<file path="src/rtl/alu_pkg.sv">
// Shared opcode encodings for the ripple ALU bit cell.
package alu_pkg;

  localparam logic [1:0] ALU_AND = 2'd0;
  localparam logic [1:0] ALU_OR  = 2'd1;
  localparam logic [1:0] ALU_ADD = 2'd2;
  localparam logic [1:0] ALU_SLT = 2'd3;

  // SLT rides on a subtract, so the carry chain must stay live for it too.
  function automatic logic uses_adder(input logic [1:0] op);
    return (op == ALU_ADD) || (op == ALU_SLT);
  endfunction

endpackage

</file>
<file path="src/rtl/my_1bit_alu_v3_full_adder_1b.sv">
// Single-bit full adder used by the ALU bit cell.
module full_adder_1b (
  input  logic a,
  input  logic b,
  input  logic cin,
  output logic sum,
  output logic cout
);

  assign sum  = a ^ b ^ cin;
  assign cout = (a & b) | (a & cin) | (b & cin);

endmodule

</file>
<file path="src/rtl/my_1bit_alu_v3.sv">
// One-bit MIPS-style ALU slice: AND/OR/ADD/SLT with operand inversion,
// combinational outputs plus a registered copy of result and carry.
module my_1bit_alu_v3
  import alu_pkg::*;
(
  input  logic       clk,
  input  logic       rst,
  input  logic       in1,
  input  logic       in2,
  input  logic       carryIn,
  input  logic       ainvert,
  input  logic       binvert,
  input  logic       less,
  input  logic [1:0] op,
  output logic       carryOut,
  output logic       result,
  output logic       set,
  output logic       overflow,
  output logic       result_q,
  output logic       carry_q
);

  logic a;
  logic b;
  logic sum;
  logic cfa;

  assign a = in1 ^ ainvert;
  assign b = in2 ^ binvert;

  full_adder_1b u_fa (
    .a    (a),
    .b    (b),
    .cin  (carryIn),
    .sum  (sum),
    .cout (cfa)
  );

  // less is only looked at under SLT, so an undriven less never leaks out.
  always_comb begin
    result = 1'b0;
    case (op)
      ALU_AND: result = a & b;
      ALU_OR:  result = a | b;
      ALU_ADD: result = sum;
      ALU_SLT: result = less;
      default: result = 1'b0;
    endcase
  end

  assign carryOut = uses_adder(op) ? cfa : 1'b0;
  assign overflow = uses_adder(op) ? (carryIn ^ cfa) : 1'b0;
  assign set      = sum;

  always_ff @(posedge clk) begin
    if (rst) begin
      result_q <= 1'b0;
      carry_q  <= 1'b0;
    end else begin
      result_q <= result;
      carry_q  <= carryOut;
    end
  end

endmodule

</file>
<file path="config.mk">
export PLATFORM = sky130hd
export DESIGN_NAME = my_1bit_alu_v3
export DESIGN_NICKNAME = d
export VERILOG_FILES = /design/src/rtl/alu_pkg.sv /design/src/rtl/my_1bit_alu_v3_full_adder_1b.sv /design/src/rtl/my_1bit_alu_v3.sv
export SDC_FILE = /design/constraint.sdc
export NUM_CORES = 1
export LEC_CHECK = 0
export BUFFER_PORTS_ARGS = -buffer_cell sky130_fd_sc_hd__clkbuf_2
export CELL_PAD_IN_SITES_DETAIL_PLACEMENT = 1
export CELL_PAD_IN_SITES_GLOBAL_PLACEMENT = 1
export CORE_AREA = 3 3 40 42
export CTS_BUF_LIST = sky130_fd_sc_hd__clkbuf_4 sky130_fd_sc_hd__clkbuf_8
export DETAILED_ROUTE_END_ITERATION = 12
export DIE_AREA = 0 0 43 45
export PLACE_DENSITY = 0.58
export REMOVE_ABC_BUFFERS = 1
export SLEW_MARGIN = 20
export SYNTH_ARGS = -nofsm -noshare
export SYNTH_HDL_FRONTEND = slang
export SYNTH_HIERARCHICAL = 1
export SYNTH_SLANG_ARGS = --single-unit
</file>
<file path="constraint.sdc">
create_clock -name clk -period 2 [get_ports clk]
set_clock_uncertainty 0.15 [all_clocks]
set_input_delay 0.1 -clock clk [delete_from_list [all_inputs] [get_ports clk]]
set_output_delay 0.1 -clock clk [all_outputs]
set_load 0.005 [all_outputs]
</file>
==> flow_summary.rst <==
.. list-table::
   :header-rows: 1

   * - Metric
     - Value
   * - Final antenna-violating net count
     - 0
   * - Fill cell total of the finished layout
     - 161
   * - Final Max Tran Viols
     - 0
   * - Area fraction in compound gates after synthesis
     - around 7.8%
   * - Hold Vio Cnt, Final
     - 0
   * - Routed Wire Length
     - 464 µm
   * - Achievable frequency
     - roughly 590 MHz
   * - Post-synthesis register bit count
     - 2
   * - Critical Setup Path Class
     - input pin to output pin
   * - Measured slew at the worst slew-check pin
     - approximately 200 ps
   * - Antenna Diode Count
     - 0
   * - Global placer's final weighted congestion
     - roughly 0.76
   * - Core area
     - about 1300 µm²
   * - Design Area, Final
     - 288 µm²
   * - Internal Dissipation
     - ~150 µW
   * - Met1 layer usage reported by global route
     - under 10%
   * - Leakage power total
     - around 0.16 nW
   * - Vias in the first global route
     - about 220
   * - First-pass detailed-route iteration total
     - 1
   * - Slack of the critical path
     - between 300 and 400 ps
   * - Arrival time reported for the critical path endpoint
     - between 1000 and 1500 ps
   * - Post-layout min period
     - 1680 ps
   * - Die X
     - between 40 and 50 µm
   * - Gate count of the mapped netlist
     - 18
   * - Final-stage net count
     - 50
   * - Post-layout utilization of the core
     - between 20 and 25%
   * - Total chip power
     - 202 µW
   * - Relative area change from synthesis to final layout
     - 78.3%
   * - Total Die Area
     - about 1900 µm²
   * - Startpoint class of the critical path
     - input pin
   * - Number of violations of the max-capacitance limit
     - 0
   * - Ordered cell list for the critical path
     - clkbuf_2, xnor2_1, inv_1, fa_1, mux2i_1, mux2i_1, clkbuf_2
   * - Avg Synthesized Cell Area
     - roughly 9.0 µm²
   * - Adder-Cell Fraction of Synth Area
     - 19.4%
   * - VDD IR max
     - just over 0.0002 V
   * - Cell at the slowest stage of the critical path
     - sky130_fd_sc_hd__fa_1
   * - Switching fraction of total power
     - between 20% and 30%
   * - Areal power density over the cells
     - ~700 nW/µm²
   * - Wire length per cell
     - between 8 and 9 µm
   * - Multiplexer share of the synthesized area
     - between 10 and 15%
   * - Initial Util
     - about an eighth
   * - Setup Slack @ Placement
     - 274 ps
   * - Synth unique cells
     - 11
   * - Number of non-filler instances in the completed layout
     - 52
   * - Crit path largest cell delay
     - ~560 ps
   * - Buffer cell driving the clock tree root
     - sky130_fd_sc_hd__clkbuf_4
   * - Initial antenna violation count
     - 0
   * - Global route overflow
     - 0
   * - Run status
     - completed
   * - Setup Viol. Count Final
     - 0
   * - Seq/Total Area, Yosys
     - 24.8%
   * - Clk sinks
     - 2
   * - Drt via density
     - 3.58
   * - CTS tree
     - done
   * - Final sum of negative setup slack
     - 0 ps
   * - Required time at the worst-slack endpoint
     - about 1800 ps
   * - Share of power burned in registers
     - between 20% and 30%
   * - Yosys warning total
     - 6
   * - Comb power frac
     - 34.0%
   * - Port buffer count
     - 15
   * - Met2 global-route usage
     - between 6 and 7%
   * - Power dissipated by switching net loads
     - between 50 and 60 µW
   * - Longest Clk Path Bufs
     - 2
   * - Crit. End Element
     - output pin
   * - Total clock buffers created by CTS
     - 3
   * - Post-Route Hold Slack
     - between 15 and 20 ps
   * - Placed insts
     - between 40 and 50
   * - Pin count of the biggest net entering global routing
     - 4
   * - Placement-stage cell area
     - around 260 µm²
   * - First-pass GRT wire length
     - 828 µm
   * - Number of placement rows
     - 13
   * - Count of instances resized after the clock tree is built
     - 0
   * - Height of the chip
     - between 40 and 50 µm
   * - Part of the cycle the worst path needs
     - 84.1%
   * - Unrepaired setup endpoints after global routing
     - no
   * - Last element of the critical path
     - result
   * - Hold WC Path Type
     - input pin to flop
   * - Met3 Track Usage GR
     - 7.97%
   * - Fraction of final layout cells with drive strength greater than 1
     - slightly above 50%
   * - Cts hold-fix bufs
     - 1
   * - Maximum net fanout on the critical path
     - 2
   * - Post-synth design cell area
     - 161 µm²
   * - Setup repair bufs after CTS
     - 0
   * - Start point of the critical path
     - ainvert
   * - Most used routing layer
     - met3
   * - Commonest non-fill, non-tap cell in the layout
     - sky130_fd_sc_hd__clkbuf_2
   * - Synthesized-area fraction occupied by and/or/nand/nor cells
     - between 10% and 20%
   * - Number of ports placed on the die boundary
     - 16
   * - Part of the total power dissipated in the clock network
     - 43.9%
   * - Main combinational cell family by area after synthesis
     - adder cells
   * - H-tree levels
     - 1
   * - Xor and xnor fraction of the mapped netlist area
     - between 10% and 20%
   * - Rel. slew slack
     - 86.5%
   * - Commonest cells after routing, fill and taps aside
     - sky130_fd_sc_hd__clkbuf_2 (15), sky130_fd_sc_hd__inv_1 (4), sky130_fd_sc_hd__xnor2_1 (3), sky130_fd_sc_hd__clkbuf_4 (3)
   * - Overall track demand over capacity in global routing
     - under 10%
   * - Clock slew at the register clock pins of the worst setup and hold paths
     - 30 ps
   * - DR DRC count
     - 0
   * - Initial detailed-routing violation count
     - 0
   * - Vias
     - 186
-- state kept, by name, summed over array words and instances (netlist names) --
register and cells:
carry_q 1, result_q 1
-- layout make-up --
class | instances | area [µm²] | share of cell area (%)
Inverter | 4 | 15.0 | 5.22
Multi-Input combinational cell | 12 | 106 | 37.0
Tap cell | 15 | 18.8 | 6.52
Timing Repair Buffer | 16 | 85.1 | 29.6
Clock buffer | 3 | 22.5 | 7.83
Sequential cell | 2 | 40.0 | 13.9
-- synthesized netlist by cell type (all sizes together) --
cell type | count | area [µm²]
a21o | 1 | 7.51
xnor2 | 3 | 26.3
a21oi | 1 | 5.00
fa | 1 | 20.0
maj3 | 1 | 11.3
mux2i | 2 | 20.0
and2 | 1 | 6.26
nor2b | 1 | 6.26
dfxtp | 2 | 40.0
nor2 | 1 | 3.75
inv | 4 | 15.0
-- kinds of logic (layout without fill, tap and decap cells) --
| kind of cell | after synthesis | after routing |
|---|---|---|
| compound gates | 2 | 2 |
| xor+xnor | 3 | 3 |
| fa+ha+maj | 2 | 2 |
| buf+inv | 4 | 23 |
| flops | 2 | 2 |
| mux | 2 | 2 |
| simple gates | 3 | 3 |
-- power groups by stage --
stage / clock network, mW / registers, mW / logic, mW
finish: 0.0886 / 0.0446 / 0.0686
global placement: 0 / 0.0450 / 0.0681
detailed placement: 0 / 0.0452 / 0.0688
global route: 0.0987 / 0.0451 / 0.0784
CTS: 0.0938 / 0.0446 / 0.0703
floorplan: 0 / 0.0455 / 0.0359
-- layer usage --
metal | up-vias | part of all wire (%)
met4 | 0 | 0
li1 | 95 | -
met2 | 18 | 25
met3 | 0 | 22
met5 | - | 0
met1 | 73 | 52
-- worst min-delay path by stage --
stage,startpoint,endpoint,slack [ps],cells after the start
CTS,op[1],result_q,7,3
floorplan,rst,carry_q,20,1
global route,op[1],result_q,40,3
global placement,rst,carry_q,140,2
detailed placement,rst,carry_q,140,2
finish,op[1],result_q,20,3
-- critical path, delay by kind of cell --
kind | cells | cell delay (ps)
buffers and inverters | 3 | 320
xor gates and xnor gates | 1 | 210
muxes | 2 | 250
adders and majority gates | 1 | 560
Note: power is estimated with default switching activity, not from simulation.
